==> src/rtl/xintf_mailbox_engine.sv <==
// Zynq<->DSP mailbox over the XINTF dual-port BRAM: snapshot write frames, atomic read commits.
// Optional read checksum: define XINTF_RD_CHECKSUM_EN to reject frames whose last word mismatches.
module xintf_mailbox_engine #(
  parameter int ADDR_W  = 9,
  parameter int W_BASE  = 8,
  parameter int W_WORDS = 40,
  parameter int R_BASE  = 129,
  parameter int R_WORDS = 46,
  parameter int RAM_LAT = 1
) (
  input  logic                    i_clk,
  input  logic                    i_rst,
  input  logic                    i_en,
  input  logic [16*W_WORDS-1:0]   i_w_data,
  input  logic                    i_w_ready,
  output logic                    o_w_valid,
  input  logic                    i_r_valid,
  output logic [ADDR_W-1:0]       o_w_ram_addr,
  output logic [15:0]             o_w_ram_din,
  output logic                    o_w_ram_ce,
  input  logic [15:0]             i_r_ram_dout,
  output logic [ADDR_W-1:0]       o_r_ram_addr,
  output logic                    o_r_ram_ce,
  output logic [16*R_WORDS-1:0]   o_r_data,
  output logic                    o_r_update,
  output logic                    o_r_err,
  output logic [1:0]              o_w_state,
  output logic [1:0]              o_r_state,
  output logic [15:0]             o_frame_cnt
);

  localparam int KW = $clog2(W_WORDS);
  localparam int KR = $clog2(R_WORDS);

  if (W_BASE + W_WORDS > (1 << ADDR_W) || W_WORDS < 2) begin : g_w_chk
    $error("write window must hold >=2 words and fit in the DPBRAM");
  end
  if (R_BASE + R_WORDS > (1 << ADDR_W) || R_WORDS < 2) begin : g_r_chk
    $error("read window must hold >=2 words and fit in the DPBRAM");
  end
  if (RAM_LAT < 1 || RAM_LAT > 3) begin : g_lat_chk
    $error("RAM_LAT must be 1..3");
  end

  // Write handshake: o_w_valid stays high for the whole HOLD state; the frame is
  // handed over on the first cycle with o_w_valid && i_w_ready. i_w_ready is ignored elsewhere.
  typedef enum logic [1:0] {W_IDLE = 2'd0, WRITE = 2'd1, HOLD = 2'd2, W_DONE = 2'd3} w_state_t;
  typedef enum logic [1:0] {R_IDLE = 2'd0, R_SETUP = 2'd1, READ = 2'd2, R_DONE = 2'd3} r_state_t;

  w_state_t              w_state;
  logic [KW-1:0]         w_k;
  logic [KW-1:0]         w_k_nxt;
  logic [16*W_WORDS-1:0] w_snap;

  assign w_k_nxt   = w_k + KW'(1);
  assign o_w_valid = (w_state == HOLD);
  assign o_w_state = w_state;

  always_ff @(posedge i_clk) begin
    if (i_rst) begin
      w_state      <= W_IDLE;
      w_k          <= '0;
      w_snap       <= '0;
      o_w_ram_ce   <= 1'b0;
      o_w_ram_addr <= '0;
      o_w_ram_din  <= '0;
    end else begin
      case (w_state)
        W_IDLE: if (i_en) begin
          w_snap       <= i_w_data;
          w_k          <= '0;
          o_w_ram_ce   <= 1'b1;
          o_w_ram_addr <= ADDR_W'(W_BASE);
          o_w_ram_din  <= i_w_data[15:0];
          w_state      <= WRITE;
        end
        WRITE: begin
          if (w_k == KW'(W_WORDS - 1)) begin
            o_w_ram_ce   <= 1'b0;
            o_w_ram_addr <= '0;
            o_w_ram_din  <= '0;
            w_state      <= HOLD;
          end else begin
            w_k          <= w_k_nxt;
            o_w_ram_addr <= ADDR_W'(W_BASE) + ADDR_W'(w_k_nxt);
            o_w_ram_din  <= w_snap[16*int'(w_k_nxt) +: 16];
          end
        end
        HOLD:    if (i_w_ready) w_state <= W_DONE;
        W_DONE:  w_state <= W_IDLE;
        default: w_state <= W_IDLE;
      endcase
    end
  end

  r_state_t              r_state;
  logic [KR-1:0]         r_ik;
  logic [KR-1:0]         r_ik_nxt;
  logic [16*R_WORDS-1:0] shadow;
  logic [RAM_LAT-1:0]    pv;
  logic [KR-1:0]         pidx [RAM_LAT];
  logic                  r_push;
  logic                  csum_ok;

  assign r_ik_nxt  = r_ik + KR'(1);
  assign r_push    = (r_state == READ) && o_r_ram_ce;
  assign o_r_state = r_state;

`ifdef XINTF_RD_CHECKSUM_EN
  logic [15:0] r_sum;
  always_comb begin
    r_sum = '0;
    for (int i = 0; i < R_WORDS - 1; i++) r_sum = r_sum + shadow[16*i +: 16];
  end
  assign csum_ok = (r_sum == shadow[16*(R_WORDS-1) +: 16]);
`else
  assign csum_ok = 1'b1;
`endif

  // pv/pidx delay each issued word index by RAM_LAT cycles so it lines up with its dout.
  always_ff @(posedge i_clk) begin
    if (i_rst) begin
      r_state      <= R_IDLE;
      r_ik         <= '0;
      o_r_ram_ce   <= 1'b0;
      o_r_ram_addr <= '0;
      shadow       <= '0;
      o_r_data     <= '0;
      o_r_update   <= 1'b0;
      o_r_err      <= 1'b0;
      o_frame_cnt  <= '0;
      pv           <= '0;
      for (int i = 0; i < RAM_LAT; i++) pidx[i] <= '0;
    end else begin
      o_r_update <= 1'b0;
      o_r_err    <= 1'b0;
      pv[0]      <= r_push;
      pidx[0]    <= r_ik;
      for (int i = 1; i < RAM_LAT; i++) begin
        pv[i]   <= pv[i-1];
        pidx[i] <= pidx[i-1];
      end
      case (r_state)
        R_IDLE: if (i_en) begin
          o_r_ram_ce   <= 1'b1;
          o_r_ram_addr <= ADDR_W'(R_BASE);
          r_ik         <= '0;
          r_state      <= R_SETUP;
        end
        R_SETUP: if (i_r_valid) r_state <= READ;
        READ: begin
          if (o_r_ram_ce) begin
            if (r_ik == KR'(R_WORDS - 1)) begin
              o_r_ram_ce   <= 1'b0;
              o_r_ram_addr <= '0;
            end else begin
              r_ik         <= r_ik_nxt;
              o_r_ram_addr <= ADDR_W'(R_BASE) + ADDR_W'(r_ik_nxt);
            end
          end
          if (pv[RAM_LAT-1]) begin
            shadow[16*int'(pidx[RAM_LAT-1]) +: 16] <= i_r_ram_dout;
            if (pidx[RAM_LAT-1] == KR'(R_WORDS - 1)) r_state <= R_DONE;
          end
        end
        R_DONE: begin
          if (csum_ok) begin
            o_r_data    <= shadow;
            o_r_update  <= 1'b1;
            o_frame_cnt <= o_frame_cnt + 16'd1;
          end else begin
            o_r_err <= 1'b1;
          end
          r_state <= R_IDLE;
        end
        default: r_state <= R_IDLE;
      endcase
    end
  end

endmodule

==> config.mk <==
export PLATFORM = sky130hd
export DESIGN_NAME = xintf_mailbox_engine
export DESIGN_NICKNAME = d
export VERILOG_FILES = /design/src/rtl/xintf_mailbox_engine.sv
export SDC_FILE = /design/constraint.sdc
export NUM_CORES = 2
export LEC_CHECK = 0
export BUFFER_PORTS_ARGS = -buffer_cell sky130_fd_sc_hd__buf_2
export CORE_AREA = 2 2 562 564
export CTS_CLUSTER_SIZE = 30
export DETAILED_ROUTE_END_ITERATION = 6
export DIE_AREA = 0 0 564 566
export PLACE_DENSITY_LB_ADDON = 0.15
export SLEW_MARGIN = 20
export SYNTH_ARGS = -nofsm -noshare
export SYNTH_HDL_FRONTEND = slang
export SYNTH_SLANG_ARGS = --single-unit
export TNS_END_PERCENT = 50
==> constraint.sdc <==
create_clock -name i_clk -period 4.05 [get_ports i_clk]
set_clock_uncertainty 0.2 [all_clocks]
set_input_delay 0.6075 -clock i_clk [delete_from_list [all_inputs] [get_ports i_clk]]
set_output_delay 0.6075 -clock i_clk [all_outputs]
set_load 0.05 [all_outputs]
# After elaboration in Yosys (flattened, before gate mapping)
# Memories as Yosys holds them, arrays and structs flattened.
# Index checks and enable logic that the tools add are counted.
# op_classes
addsub	6
n_eq_ne	19
n_shift	3
mux	37
reduce_logical	16
# op_table
op	count
736-bit bitwise mux	1
16-bit by 33-bit variable shift with 736-bit output, first input constant	1
16-bit by 33-bit indexed part select with 736-bit output	1
640-bit by 11-bit indexed part select with 16-bit output	1
9-bit 2-to-1 mux	4
9-bit one-hot mux with 2 select lines	2
10-bit negation with 33-bit output	1
16-bit 2-to-1 mux	2
16-bit one-hot mux with 2 select lines	1
6-bit 2-to-1 mux	5
6-bit one-hot mux with 2 select lines	2
6-bit == test, second input constant	3
2-bit inequality test, second input constant	9
16-bit by 1-bit adder with 16-bit output, second input constant	1
2-bit one-hot mux with 4 select lines	2
6-bit by 1-bit adder with 6-bit output, second input constant	2
2-bit 2-to-1 mux	6
3-bit AND reduction	4
8-bit by 6-bit adder with 9-bit output, first input constant	1
1-bit 2-to-1 mux	9
2-bit == test, second input constant	4
2-bit AND reduction	4
4-bit AND reduction	2
4-bit by 6-bit adder with 7-bit output, first input constant	1
other kinds (8)	12
# word_totals
register_bits	2182
ram_bits	6
inputBits	661
out_inout_bits	795
elab_cells	97
n_memories	1
# memory_table
name	depth	width	read_ports	rd_ports_with_merged_regs	write_ports	line_no	text
pidx	1	6	1	0	1	101	logic [KR-1:0] pidx [RAM_LAT];

# Longest topological paths before layout
# logic_depth
ltp_word	5
depth_mapped	14
mapped_depth_nobuf	10

# Least setup slack after synthesis
# No wires, ideal clock.
# synth_path
kind	register -> register
start	mem pidx[0][0] (netlist name)
end	reg shadow[710]
setup_time_ns	0.128
t_arrival_ns	2.983
required_time_ns	3.722
slack_ns	0.740
stages_incl_launch_ff	15
n_path_buf	4
synth_period_minus_slack_ns	3.310
path_cell_list	dfxtp_1 -> buf_6 -> or3_1 -> buf_6 -> or3_4 -> inv_1 -> ha_1 -> nand4bb_1 -> a211oi_2 -> o211ai_2 -> or3_1 -> buf_2 -> buf_4 -> mux2i_1 -> nor2_1
# synth_via
elab_chain_cells	4
elab_cells_between_ends	5
cone_classes	add/sub (1); shift (2); mux (1); memory (1)
# synth_rtl
element	line_no	text
from (decl)	101	
memory read 1 x 6 bit (*)	--	
10-bit negation with 33-bit output (*)	162	shadow[16*int'(pidx[RAM_LAT-1]) +: 16] <= i_r_ram_dout;
16-bit by 33-bit indexed part select with 736-bit output / 16-bit by 33-bit variable shift with 736-bit output (equally long branches)	162	
736-bit bitwise mux (*)	162	
to (signal, indexed assignment)	162	
to (decl)	99	logic [16*R_WORDS-1:0] shadow;
# Mark *: on every way between the ends. The rest lies on a longest branch, timed or not.
# A chain may end at the register's enable or synchronous reset.

# Worst setup path after layout
# layout_path
start	mem pidx[0][0] (netlist name)
end	reg shadow[181]
# Same word-level chain as after synthesis.

==> metrics.md <==
| Metric | Value |
|---|---|
| R2R depth | `9` |
| Number of max-slew violations in the final report | `0` |
| Reg-to-Reg End | `shadow[181]` |
| Worst Setup Start Kind | `flop` |
| Crit. Startpoint | `pidx[0][0]` |
| Sw Ratio | `30.2%` |
| Synth Warn # | `0` |
| P_sw | `18.0 mW` |
| Die height | `~570 µm` |
| Status | `finished, final reports clean` |
| DR WL met3 | `approximately 20,000 µm` |
| Avg WL per Cell | `about 24 µm` |
| Hold Violations, Final | `0` |
| Clock sinks | `2,185` |
| HP Class | `in -> reg` |
| Post-CTS sizing | `0` |
| Routed met2 length | `181,000 µm` |
| Nature of the critical path endpoint | `flop` |
| Clock-pin transition on the worst setup and hold timing paths | `0.06 ns` |
| Worst-Skew Late Latency | `between 0.8 and 0.9 ns` |
| # rows | `206` |
| Lkg Pwr | `41.8 nW` |
| Clock Path Buffers | `4` |
| Met1 Wirelength | `156,000 µm` |
| Gr usage total | `22.3%` |
| Sequential power share | `39.6%` |
| CTS tree | `built` |
| Worst-margin pin slew | `1.24 ns` |
| Post-Route WL | `373,000 µm` |
| Reg2reg start | `pidx[0][0]` |
| Power Total | `59.5 mW` |
| Yosys reg bits | `~2,200` |
| Core Area | `0.313 mm²` |
| Vias per inst | `4.72` |
| Num CTS Buffers | `263` |
| Sum Neg Setup Slack | `0 ns` |
| R2r setup slk | `between 0.3 and 0.4 ns` |
| Post-CTS setup buffer count | `0` |
| PortBufs | `1,451` |
| First-pass GRT wire length | `roughly 520,000 µm` |
| Gp weighted congestion | `~0.85` |
| Fmax | `about 270 MHz` |
| Post-synthesis sequential area ratio | `53.1%` |
| Critical path arrival | `4.21 ns` |
| Critical Path End | `shadow[181]` |
| Max layer used | `met5` |
| DRT Pass-1 Iters | `6` |
| IO Pins | `roughly 1,500` |
| Cell variety after synth | `72` |
| Post-route ant nets | `0` |
| Dominant synthesized flop cell | `dfxtp_1` |
| # DRC | `0` |
| Die outline width | `564 µm` |
| Async set-reset flop share out of synthesis | `0%` |
| EDFF count, synth | `0` |
| Clock share of power | `41.3%` |
| PD cells | `541 mW/mm²` |
| Vias | `72,600` |
| Data required, critical path | `4.59 ns` |
| Max_cap viols | `0` |
| Post-layout instance area | `about 0.11 mm²` |
| Initial drt markers | `5,598` |
| Hold_buf cts | `651` |
| Vias in the first global route | `69,618` |
| Placed cell areas | `between 0.09 and 0.1 mm²` |
| Cell Int Power | `slightly above 40 mW` |
| Rel. slew slack | `16.9%` |
| Post-Place Setup Slack | `0.435 ns` |
| Dpl hpwl | `270,000 µm` |
| CP Class | `reg -> reg` |
| Synth-to-layout area growth | `33.4%` |
| Largest net degree at the start of global routing | `177` |
| Initial cell density of the core | `26.3%` |
| Peak supply drop | `0.340 mV` |
| Final period utilization | `between 90% and 100%` |
| Final WS setup | `0.388 ns` |
| Ratio of cells with drive above 1 in the final layout | `21.4%` |
| # setup viols final | `0` |
| Final worst path period need | `3.66 ns` |
| Overflow after GRT | `0` |
| Nets | `around 12,000` |
| Post-Synthesis Cells | `9,157` |
| Htree depth | `5` |
| Initial antenna violation count | `62` |
| Worst-path maximum fanout | `9` |
| Mapped Avg Cell Area | `approximately 9.0 µm²` |
| Full die area | `0.319 mm²` |
| Post-Syn Area | `0.0824 mm²` |
| Root Driver | `clkbuf_16` |
| RSZ-0062 raised after global routing | `no` |
| Comb pwr share | `between 10% and 20%` |
## how the worst min path moves through the flow
stage | start | end | slack (ns) | cells after the start
after floorplan | shadow[365] | shadow[365] | 0.23 | 2
after global placement | shadow[370] | shadow[370] | 0.24 | 2
after detailed placement | w_snap[201] | w_snap[201] | 0.24 | 2
after CTS | i_w_ready | o_w_state[0] | 0.01 | 4
after global routing | i_r_ram_dout[6] | shadow[662] | 0.06 | 4
final | i_w_ready | o_w_state[0] | 0.10 | 4
## power by group through the flow
stage | Clock (mW) | Sequential, mW | Combinational (mW)
after floorplan | 0 | 24.0 | 6.63
after global placement | 0 | 24.0 | 11.0
after detailed placement | 0 | 24.0 | 11.1
after CTS | 25.2 | 23.6 | 11.6
after global routing | 26.0 | 23.7 | 12.2
final | 24.6 | 23.6 | 11.4
## sequential cells by signal, summed over array words and instances (netlist names), 6 cells and up
register      flops
o_r_ram_addr      8
w_k               6
o_r_data        736
o_w_ram_addr      7
w_snap          640
shadow          736
o_frame_cnt      16
o_w_ram_din      16
r_ik              6
pidx              6
## cell type report
class | count | area, µm²
Multi-Input combinational cell | 6215 | 35800
Sequential cell | 2185 | 43700
Fill cell | 32339 | 203000
Antenna cell | 28 | 70.1
Clock buffer | 385 | 7760
Timing Repair Buffer | 2317 | 16100
Inverter | 17 | 63.8
Tap cell | 4160 | 5200
Clock inverter | 83 | 1190
## cells in the final DEF (no fill, tap or decap), types with 8 or more instances in the layout
cell type      instances
nand2b_1              12
clkbuf_8              61
nand2_1             2440
o21ai_0               42
nand4_1               12
o221a_2               14
clkbuf_1              56
diode_2               28
mux2i_1              862
nand3b_1              35
clkbuf_16            268
a21oi_1             1251
nand3_1               48
clkinv_2              32
a22o_1                45
bufinv_16             19
mux4_2               160
inv_1                 17
a32o_1                24
dfxtp_1             2184
xor2_1                18
a221oi_1              14
nor3_1                 8
inv_6                  9
a21boi_0               9
nor2_2                33
nor2b_1               27
ha_1                  14
buf_4                158
dlygate4sd3_1        651
xnor2_1               14
mux2_2                49
a22oi_1               24
or3_1                  8
or2_2                 29
buf_2               1450
buf_12                57
nor2_1               914
## logic make-up after synthesis
logic type	synth area share, %
flip-flops	53.1
XOR/XNOR	0.381
AND/OR/NAND/NOR	17.4
AO/OA/AOI/OAI	9.69
other	0.00455
buffers and inverters	3.70
multiplexers	15.5
adder cells (fa/ha/maj)	0.258
## critical path, cell delays in order, from the launching register on
cell     delay (ns)
dfxtp_1        0.32
buf_4          0.15
inv_1          0.07
ha_1           0.20
nor3b_2        0.19
xnor2_1        0.44
nand4_1        0.72
nor2_4         0.70
nor2_1         0.26
a32o_1         0.29
## cell usage after synthesis (all sizes together), types with 35 or more instances
library cell | n | area share [%]
o21ai | 46 | 0.28
buf | 181 | 1.1
mux4 | 160 | 4.4
nor2 | 948 | 4.4
mux2 | 49 | 0.67
a22o | 45 | 0.48
or2 | 35 | 0.27
clkbuf | 562 | 2.6
nand3b | 35 | 0.32
a21oi | 1252 | 7.6
mux2i | 862 | 10
nand3 | 50 | 0.31
dfxtp | 2185 | 53
nand2 | 2441 | 11
## per-stage QoR
stage | hold slack [ns] | utilization (%) | cells
2_1_floorplan | 0.232 | - | 9160
3_3_place_gp | 0.238 | 30.1 | 14242
3_5_place_dp | 0.244 | 30.1 | 14243
4_1_cts | 0.0117 | 35.1 | 15362
5_1_grt | 0.0582 | 35.1 | 15381
6_report | 0.103 | 35.1 | 15390
## layer usage
metal	up-vias	GRT usage [%]
met1	35338	27.7
met2	2430	38.3
met5	-	0
met4	22	8.97
li1	34295	-
met3	515	3.44
Power figures use the tool's default switching activity.
